[src/rtl/commit_pkg.sv]
// commit_pkg: shared constants and types for the commit arbiter slice.
//   N_INSTR_BRANCHES - default number of execute branches presenting results
//   CID_W            - commit_id width (ids wrap modulo 2**CID_W)
//   STALL_LIMIT_DEF  - default wait-counter limit before stall_error
package commit_pkg;
  localparam int N_INSTR_BRANCHES = 4;
  localparam int CID_W            = 9;
  localparam int STALL_LIMIT_DEF  = 255;

  typedef logic [CID_W-1:0] cid_t;
endpackage

[src/rtl/commit_match.sv]
// commit_match: combinational in-order match and priority encoder.
//   valid/id    - per-branch result valid and commit_id
//   expected_id - next commit_id allowed to retire
//   grant_idx   - lowest-index matching branch (meaningful when grant_vld)
//   grant_vld   - at least one branch matches
//   multi       - more than one branch matches (duplicate commit_id)
module commit_match
  import commit_pkg::*;
#(
  parameter int NB    = N_INSTR_BRANCHES,
  parameter int IDX_W = (NB > 1) ? $clog2(NB) : 1
) (
  input  logic [NB-1:0]      valid,
  input  cid_t [NB-1:0]      id,
  input  cid_t               expected_id,
  output logic [IDX_W-1:0]   grant_idx,
  output logic               grant_vld,
  output logic               multi
);
  logic [NB-1:0] match;

  always_comb begin
    match     = '0;
    grant_idx = '0;
    for (int i = 0; i < NB; i++)
      match[i] = valid[i] && (id[i] == expected_id);
    // Scan high to low so the lowest matching index is the last assignment.
    for (int i = NB-1; i >= 0; i--)
      if (match[i]) grant_idx = IDX_W'(i);
    grant_vld = |match;
    // Clearing the lowest set bit leaves something only if two or more match.
    multi     = |(match & (match - NB'(1)));
  end
endmodule

[src/rtl/commit_arbiter.sv]
// commit_arbiter: retires execute results strictly in commit_id order.
//   clk/reset          - clock, async active-low reset
//   enable             - global enable; low freezes state and masks outputs
//   clear              - synchronous restart of the commit sequence
//   res_*              - per-branch result bus; res_ready is the combinational accept
//   channel_write_*    - channel file write port (registered)
//   acc_write_*        - accumulator write port (registered)
//   ext_write_*        - external write port (registered)
//   expected_id        - next commit_id to retire
//   stall_error        - sticky, a pending result waited stall_limit cycles
//   order_error        - sticky, two branches presented the expected id together
module commit_arbiter
  import commit_pkg::*;
#(
  parameter int data_width  = 16,
  parameter int n_branches  = N_INSTR_BRANCHES,
  parameter int stall_limit = STALL_LIMIT_DEF
) (
  input  logic                                  clk,
  input  logic                                  reset,
  input  logic                                  enable,
  input  logic [n_branches-1:0]                 res_valid,
  output logic [n_branches-1:0]                 res_ready,
  input  logic [n_branches-1:0][CID_W-1:0]      res_commit_id,
  input  logic [n_branches-1:0][3:0]            res_dest,
  input  logic [n_branches-1:0]                 res_dest_acc,
  input  logic [n_branches-1:0]                 res_ext_write,
  input  logic [n_branches-1:0][data_width-1:0] res_val,
  input  logic [n_branches-1:0][2*data_width-1:0] res_acc,
  input  logic                                  clear,
  output logic [3:0]                            channel_write_addr,
  output logic [data_width-1:0]                 channel_write_val,
  output logic                                  channel_write_enable,
  output logic [2*data_width-1:0]               acc_write_val,
  output logic                                  acc_write_enable,
  output logic [data_width-1:0]                 ext_write_val,
  output logic                                  ext_write_enable,
  output logic [CID_W-1:0]                      expected_id,
  output logic                                  stall_error,
  output logic                                  order_error
);
  localparam int IDX_W = (n_branches > 1) ? $clog2(n_branches) : 1;
  localparam int CNT_W = $clog2(stall_limit + 1);
  localparam logic [CNT_W-1:0] LIM = CNT_W'(stall_limit);

  logic [IDX_W-1:0] grant_idx;
  logic             grant_vld, multi, grant;
  logic [CNT_W-1:0] wait_cnt;
  logic             wr_ch, wr_acc, wr_ext;

  commit_match #(.NB(n_branches), .IDX_W(IDX_W)) u_match (
    .valid       (res_valid),
    .id          (res_commit_id),
    .expected_id (expected_id),
    .grant_idx   (grant_idx),
    .grant_vld   (grant_vld),
    .multi       (multi)
  );

  // reset is folded in so ready drops the instant reset asserts.
  assign grant = grant_vld && enable && !clear && reset;

  always_comb begin
    res_ready = '0;
    for (int i = 0; i < n_branches; i++)
      res_ready[i] = grant && (grant_idx == IDX_W'(i));
  end

  // Pending strobes are held while disabled, so they are masked here.
  assign channel_write_enable = wr_ch  && enable;
  assign acc_write_enable     = wr_acc && enable;
  assign ext_write_enable     = wr_ext && enable;

  always_ff @(posedge clk or negedge reset) begin
    if (!reset) begin
      expected_id        <= '0;
      wait_cnt           <= '0;
      stall_error        <= 1'b0;
      order_error        <= 1'b0;
      wr_ch              <= 1'b0;
      wr_acc             <= 1'b0;
      wr_ext             <= 1'b0;
      channel_write_addr <= '0;
      channel_write_val  <= '0;
      acc_write_val      <= '0;
      ext_write_val      <= '0;
    end else if (enable) begin
      wr_ch  <= 1'b0;
      wr_acc <= 1'b0;
      wr_ext <= 1'b0;
      if (grant) begin
        // Destination priority: accumulator, then external, then channel.
        if (res_dest_acc[grant_idx]) begin
          wr_acc        <= 1'b1;
          acc_write_val <= res_acc[grant_idx];
        end else if (res_ext_write[grant_idx]) begin
          wr_ext        <= 1'b1;
          ext_write_val <= res_val[grant_idx];
        end else begin
          wr_ch              <= 1'b1;
          channel_write_addr <= res_dest[grant_idx];
          channel_write_val  <= res_val[grant_idx];
        end
        if (multi) order_error <= 1'b1;
      end

      if (clear)      expected_id <= '0;
      else if (grant) expected_id <= expected_id + CID_W'(1);

      if (clear || grant || !(|res_valid)) begin
        wait_cnt <= '0;
      end else if (wait_cnt != LIM) begin
        wait_cnt <= wait_cnt + CNT_W'(1);
        if (wait_cnt + CNT_W'(1) == LIM) stall_error <= 1'b1;
      end
    end
  end
endmodule

[config.mk]
export PLATFORM = sky130hd
export DESIGN_NAME = commit_arbiter
export DESIGN_NICKNAME = d
export VERILOG_FILES = /design/src/rtl/commit_pkg.sv /design/src/rtl/commit_match.sv /design/src/rtl/commit_arbiter.sv
export SDC_FILE = /design/constraint.sdc
export NUM_CORES = 1
export LEC_CHECK = 0
export BUFFER_PORTS_ARGS = -buffer_cell sky130_fd_sc_hd__clkbuf_2
export CAP_MARGIN = 20
export CORE_AREA = 2 2 134 136
export DETAILED_ROUTE_END_ITERATION = 8
export DIE_AREA = 0 0 136 138
export PLACE_DENSITY = 0.67
export SLEW_MARGIN = 20
export SYNTH_ARGS = -nofsm -noshare
export SYNTH_HDL_FRONTEND = slang
export SYNTH_SLANG_ARGS = --single-unit
export TNS_END_PERCENT = 20
[constraint.sdc]
create_clock -name clk -period 6.5 [get_ports clk]
set_clock_uncertainty 0.1 [all_clocks]
set_input_delay 0.65 -clock clk [delete_from_list [all_inputs] [get_ports clk]]
set_output_delay 0.65 -clock clk [all_outputs]
set_load 0.05 [all_outputs]
==> PnR_summary.wiki <==
{| class="wikitable"
! Metric !! Value
|-
| Status || completed
|-
| Flip-flop cell with the highest count after synthesis || sky130_fd_sc_hd__dfrtp_1
|-
| Number of max-slew violations in the final report || 0
|-
| Die height || approximately 140 um
|-
| CP Cell Sequence || xor2_1, nor4_1, and4_4, nor4_1, a211oi_2, nor2b_2, mux2_2
|-
| Final cycle utilization of the critical path || ~61%
|-
| Number of distinct library cell variants in the gate-level netlist after synthesis || 57
|-
| Pin count of the biggest net entering global routing || 73
|-
| Depth of the critical timing path with buffers and inverters included || 7
|-
| Min-delay worst type || input port to async pin
|-
| Capture point of the worst reg-to-reg path || ext_write_val[2]$_DFFE_PN0P_
|-
| H-Tree Depth || 3
|-
| Maximum number of buffers from clock root to sink || 2
|-
| Total iterations of the first detailed-routing run || 5
|-
| Gate count of the mapped netlist || 672
|-
| Antenna violations before repair || 0
|-
| Count of state elements after synthesis || 90
|-
| Number of warnings issued by yosys || 0
|-
| Sort of element at the end of the critical path || register
|-
| Startpoint of the most critical register-to-register path || expected_id[5]$_DFFE_PN0P_
|-
| Critical Path Start Type || register
|-
| Number of input and output port buffers inserted || roughly 350
|-
| Total via count in the routed design || around 6700
|-
| Flop2flop setup slack || between 2000 and 3000 ps
|-
| Setup TNS || 0 ps
|-
| Worst setup path startpoint || expected_id[5]$_DFFE_PN0P_
|-
| Vias per Instance || about 5.6
|-
| Number of core rows || slightly below 50
|-
| Endpoints failing setup || 0
|-
| Core region area || about 18000 sq um
|-
| Register area share after synthesis || roughly 36%
|-
| Cell total after placement || 1190
|-
| Buffer and inverter count on the worst path || 0
|-
| Top Family by Delay on Critical Path || simple AND/OR/NAND/NOR gates
|-
| Detailed Place HPWL || 17.33 mm
|-
| Die extent in x || 136 um
|-
| Slowest stage cell on the critical path || sky130_fd_sc_hd__nor2b_2
|-
| Final hold violations || 0
|-
| Max frequency || ~250 MHz
|-
| Mapped Nets || about 940
|-
| Buffer type at the clock tree root || sky130_fd_sc_hd__clkbuf_16
|-
| Average cell area after synthesis || between 9 and 10 sq um
|-
| Worst-case vdd ir drop || roughly 0.15 mV
|-
| Post-detailed-route count of antenna-violating nets || 0
|-
| Max-slew headroom || around a third
|-
| Clock sinks || 90
|-
| CTS Hold Buffers Added || 0
|-
| CTS tree || built
|-
| Worst Tran Pin Value || roughly 1000 ps
|-
| Leakage power figure || approximately 0.0043 uW
|-
| Overflow left after global routing || 0
|-
| Fraction of layout instances using a drive strength above 1 || ~47%
|-
| Net count of the finished layout || 1236
|-
| Starting DRC count in detailed routing || between 400 and 500
|-
| Crit path kind || register to register
|-
| Cell with the most instances on the worst path || sky130_fd_sc_hd__nor4_1
|-
| Area Overhead vs Synth || 34.82%
|-
| Die Outline Area || roughly 19000 sq um
|-
| Minimum clock period after layout || 3990 ps
|-
| Signal arrival time at the worst endpoint || roughly 4100 ps
|-
| Max-cap violation count || 0
|-
| CP max FO || between 40 and 50
|-
| Final wirelength || 22.93 mm
|-
| TritonCTS Buffers || 9
|-
| Worst setup path endpoint || ext_write_val[2]$_DFFE_PN0P_
|-
| Number of remaining DRC errors || 0
|-
| Post-synthesis instance area || ~6200 sq um
|-
| Total Routing Usage GR || 23.59%
|-
| Number of setup buffers added after CTS || 0
|-
| Clock insertion delay at the later pin of the skew report || roughly 350 ps
|-
| Global-route wire length before repair || 34.42 mm
|-
| Initial core utilization || 35.27%
|-
| Number of standard cells in the final layout excluding fillers || ~1200
|-
| Weighted congestion at the end of routability-driven global placement || between 0.9 and 1
|-
| Worst-case reg-to-reg path depth || 7
|-
| Number of global-route vias before repair || ~6400
|-
| Total power density per cell area || between 150 and 200 nW/um^2
|-
| Post-CTS resize count || 0
|-
| IO Pins || around 350
|-
| Peak per-stage delay on the critical path || about 900 ps
|-
| Register clock-pin slew on the reported worst setup and hold paths || approximately 80 ps
|-
| Async SR Flop Fraction || 100.0%
|-
| EDFF count, synth || 0
|-
| Required time of the worst setup path || around 6600 ps
|-
| Unrepaired setup endpoints after global routing || false
|-
| Final routed wire length divided by cell count || roughly 19 um
|}
==> stage by stage <==
stage	setup slack (ps)	power [uW]	utilization, %	hold WS, ps	area [sq um]
after detailed placement	2443	763.2	45.30	361.2	7944
after floorplan	2755	647.9	-	254.4	6185
after global routing	2299	1427	47.54	248.1	8335
after CTS	2573	1389	47.31	220.8	8295
final	2510	1372	47.55	213.1	8338
after global placement	2429	763.1	45.30	367.7	7944
==> placed cells by master, fill, tap and decap left out, types with 6 or more instances in the layout <==
| cell | instances |
|---|---|
| sky130_fd_sc_hd__clkbuf_16 | 9 |
| sky130_fd_sc_hd__mux2_4 | 9 |
| sky130_fd_sc_hd__xor2_1 | 9 |
| sky130_fd_sc_hd__and3_1 | 6 |
| sky130_fd_sc_hd__buf_4 | 10 |
| sky130_fd_sc_hd__nand2_1 | 73 |
| sky130_fd_sc_hd__nor2_1 | 48 |
| sky130_fd_sc_hd__a21oi_1 | 13 |
| sky130_fd_sc_hd__nand4_1 | 45 |
| sky130_fd_sc_hd__a221oi_1 | 16 |
| sky130_fd_sc_hd__mux2_2 | 61 |
| sky130_fd_sc_hd__a221o_1 | 36 |
| sky130_fd_sc_hd__xnor2_1 | 28 |
| sky130_fd_sc_hd__o21ai_0 | 47 |
| sky130_fd_sc_hd__dfrtp_1 | 90 |
| sky130_fd_sc_hd__clkbuf_2 | 344 |
| sky130_fd_sc_hd__inv_1 | 11 |
| sky130_fd_sc_hd__nand3_1 | 9 |
| sky130_fd_sc_hd__nor3_1 | 8 |
| sky130_fd_sc_hd__a31oi_1 | 39 |
==> cells by family after synthesis <==
family	count (synthesis)	synth area share, %
AOI/OAI and AO/OA	176	20.47
xor gates and xnor gates	37	5.240
adders and majority gates	3	0.6070
buffers and inverters	76	6.413
DFF	90	36.42
muxes	71	13.45
and+or+nand+nor	219	17.40
==> final cells by class <==
cell class / instances / area [sq um]
fill: 1732 / 9196
tap: 229 / 286.5
inverter: 11 / 41.29
antenna: 1 / 2.502
clock buffer: 10 / 239.0
sequential: 90 / 2252
clock inverter: 6 / 112.6
timing repair buffer: 355 / 1824
multi-input combinational: 506 / 3580
==> cell usage after synthesis, drive strengths merged (5+ instances only) <==
master / count / area share, %
or3: 5 / 0.51
nor4: 6 / 0.71
a31oi: 39 / 3.9
a221o: 36 / 5.8
nor3: 12 / 1.1
and2: 5 / 0.51
dfrtp: 90 / 36
nand2: 73 / 4.4
a21oi: 13 / 1.1
inv: 11 / 0.67
nor2: 49 / 3.0
nand3: 9 / 0.73
clkbuf: 28 / 1.7
nand4: 45 / 4.6
and3: 6 / 0.61
a221oi: 16 / 2.3
o21ai: 48 / 3.9
mux2: 70 / 13
xor2: 9 / 1.3
xnor2: 28 / 4.0
buf: 37 / 4.0
==> worst min path at each step <==
stage,startpoint,to,slack (ps),cells past startpoint
floorplan,reset,acc_write_val[0]$_DFFE_PN0P_,250,0
global placement,wr_ext$_DFFE_PN0P_,wr_ext$_DFFE_PN0P_,370,1
detailed placement,wr_ext$_DFFE_PN0P_,wr_ext$_DFFE_PN0P_,360,1
global route,reset,channel_write_val[9]$_DFFE_PN0P_,250,1
CTS,reset,channel_write_val[9]$_DFFE_PN0P_,220,1
finish,reset,channel_write_val[9]$_DFFE_PN0P_,210,1
==> sequential cells by signal, indices dropped and copies added (netlist names) <==
register            count
acc_write_val          32
channel_write_val      16
ext_write_val          16
expected_id             9
wait_cnt                8
channel_write_addr      4
order_error             1
stall_error             1
wr_acc                  1
wr_ch                   1
wr_ext                  1
==> metal layers <==
metal / part of all wire [%] / GRT usage (%) / vias to the layer above
li1: - / - / 3137
met1: 43 / 31.09 / 3210
met2: 48 / 39.20 / 329
met3: 7.0 / 3.814 / 36
met4: 2.4 / 8.004 / 0
met5: 0 / 0 / -
==> where the power goes <==
group	switching (uW)	internal [uW]	total [uW]	leakage, uW
logic	91.8	89.5	181	0.00288
clock network	232	388	620	0.000173
registers	5.40	566	571	0.00125
Power figures use the tool's default switching activity.
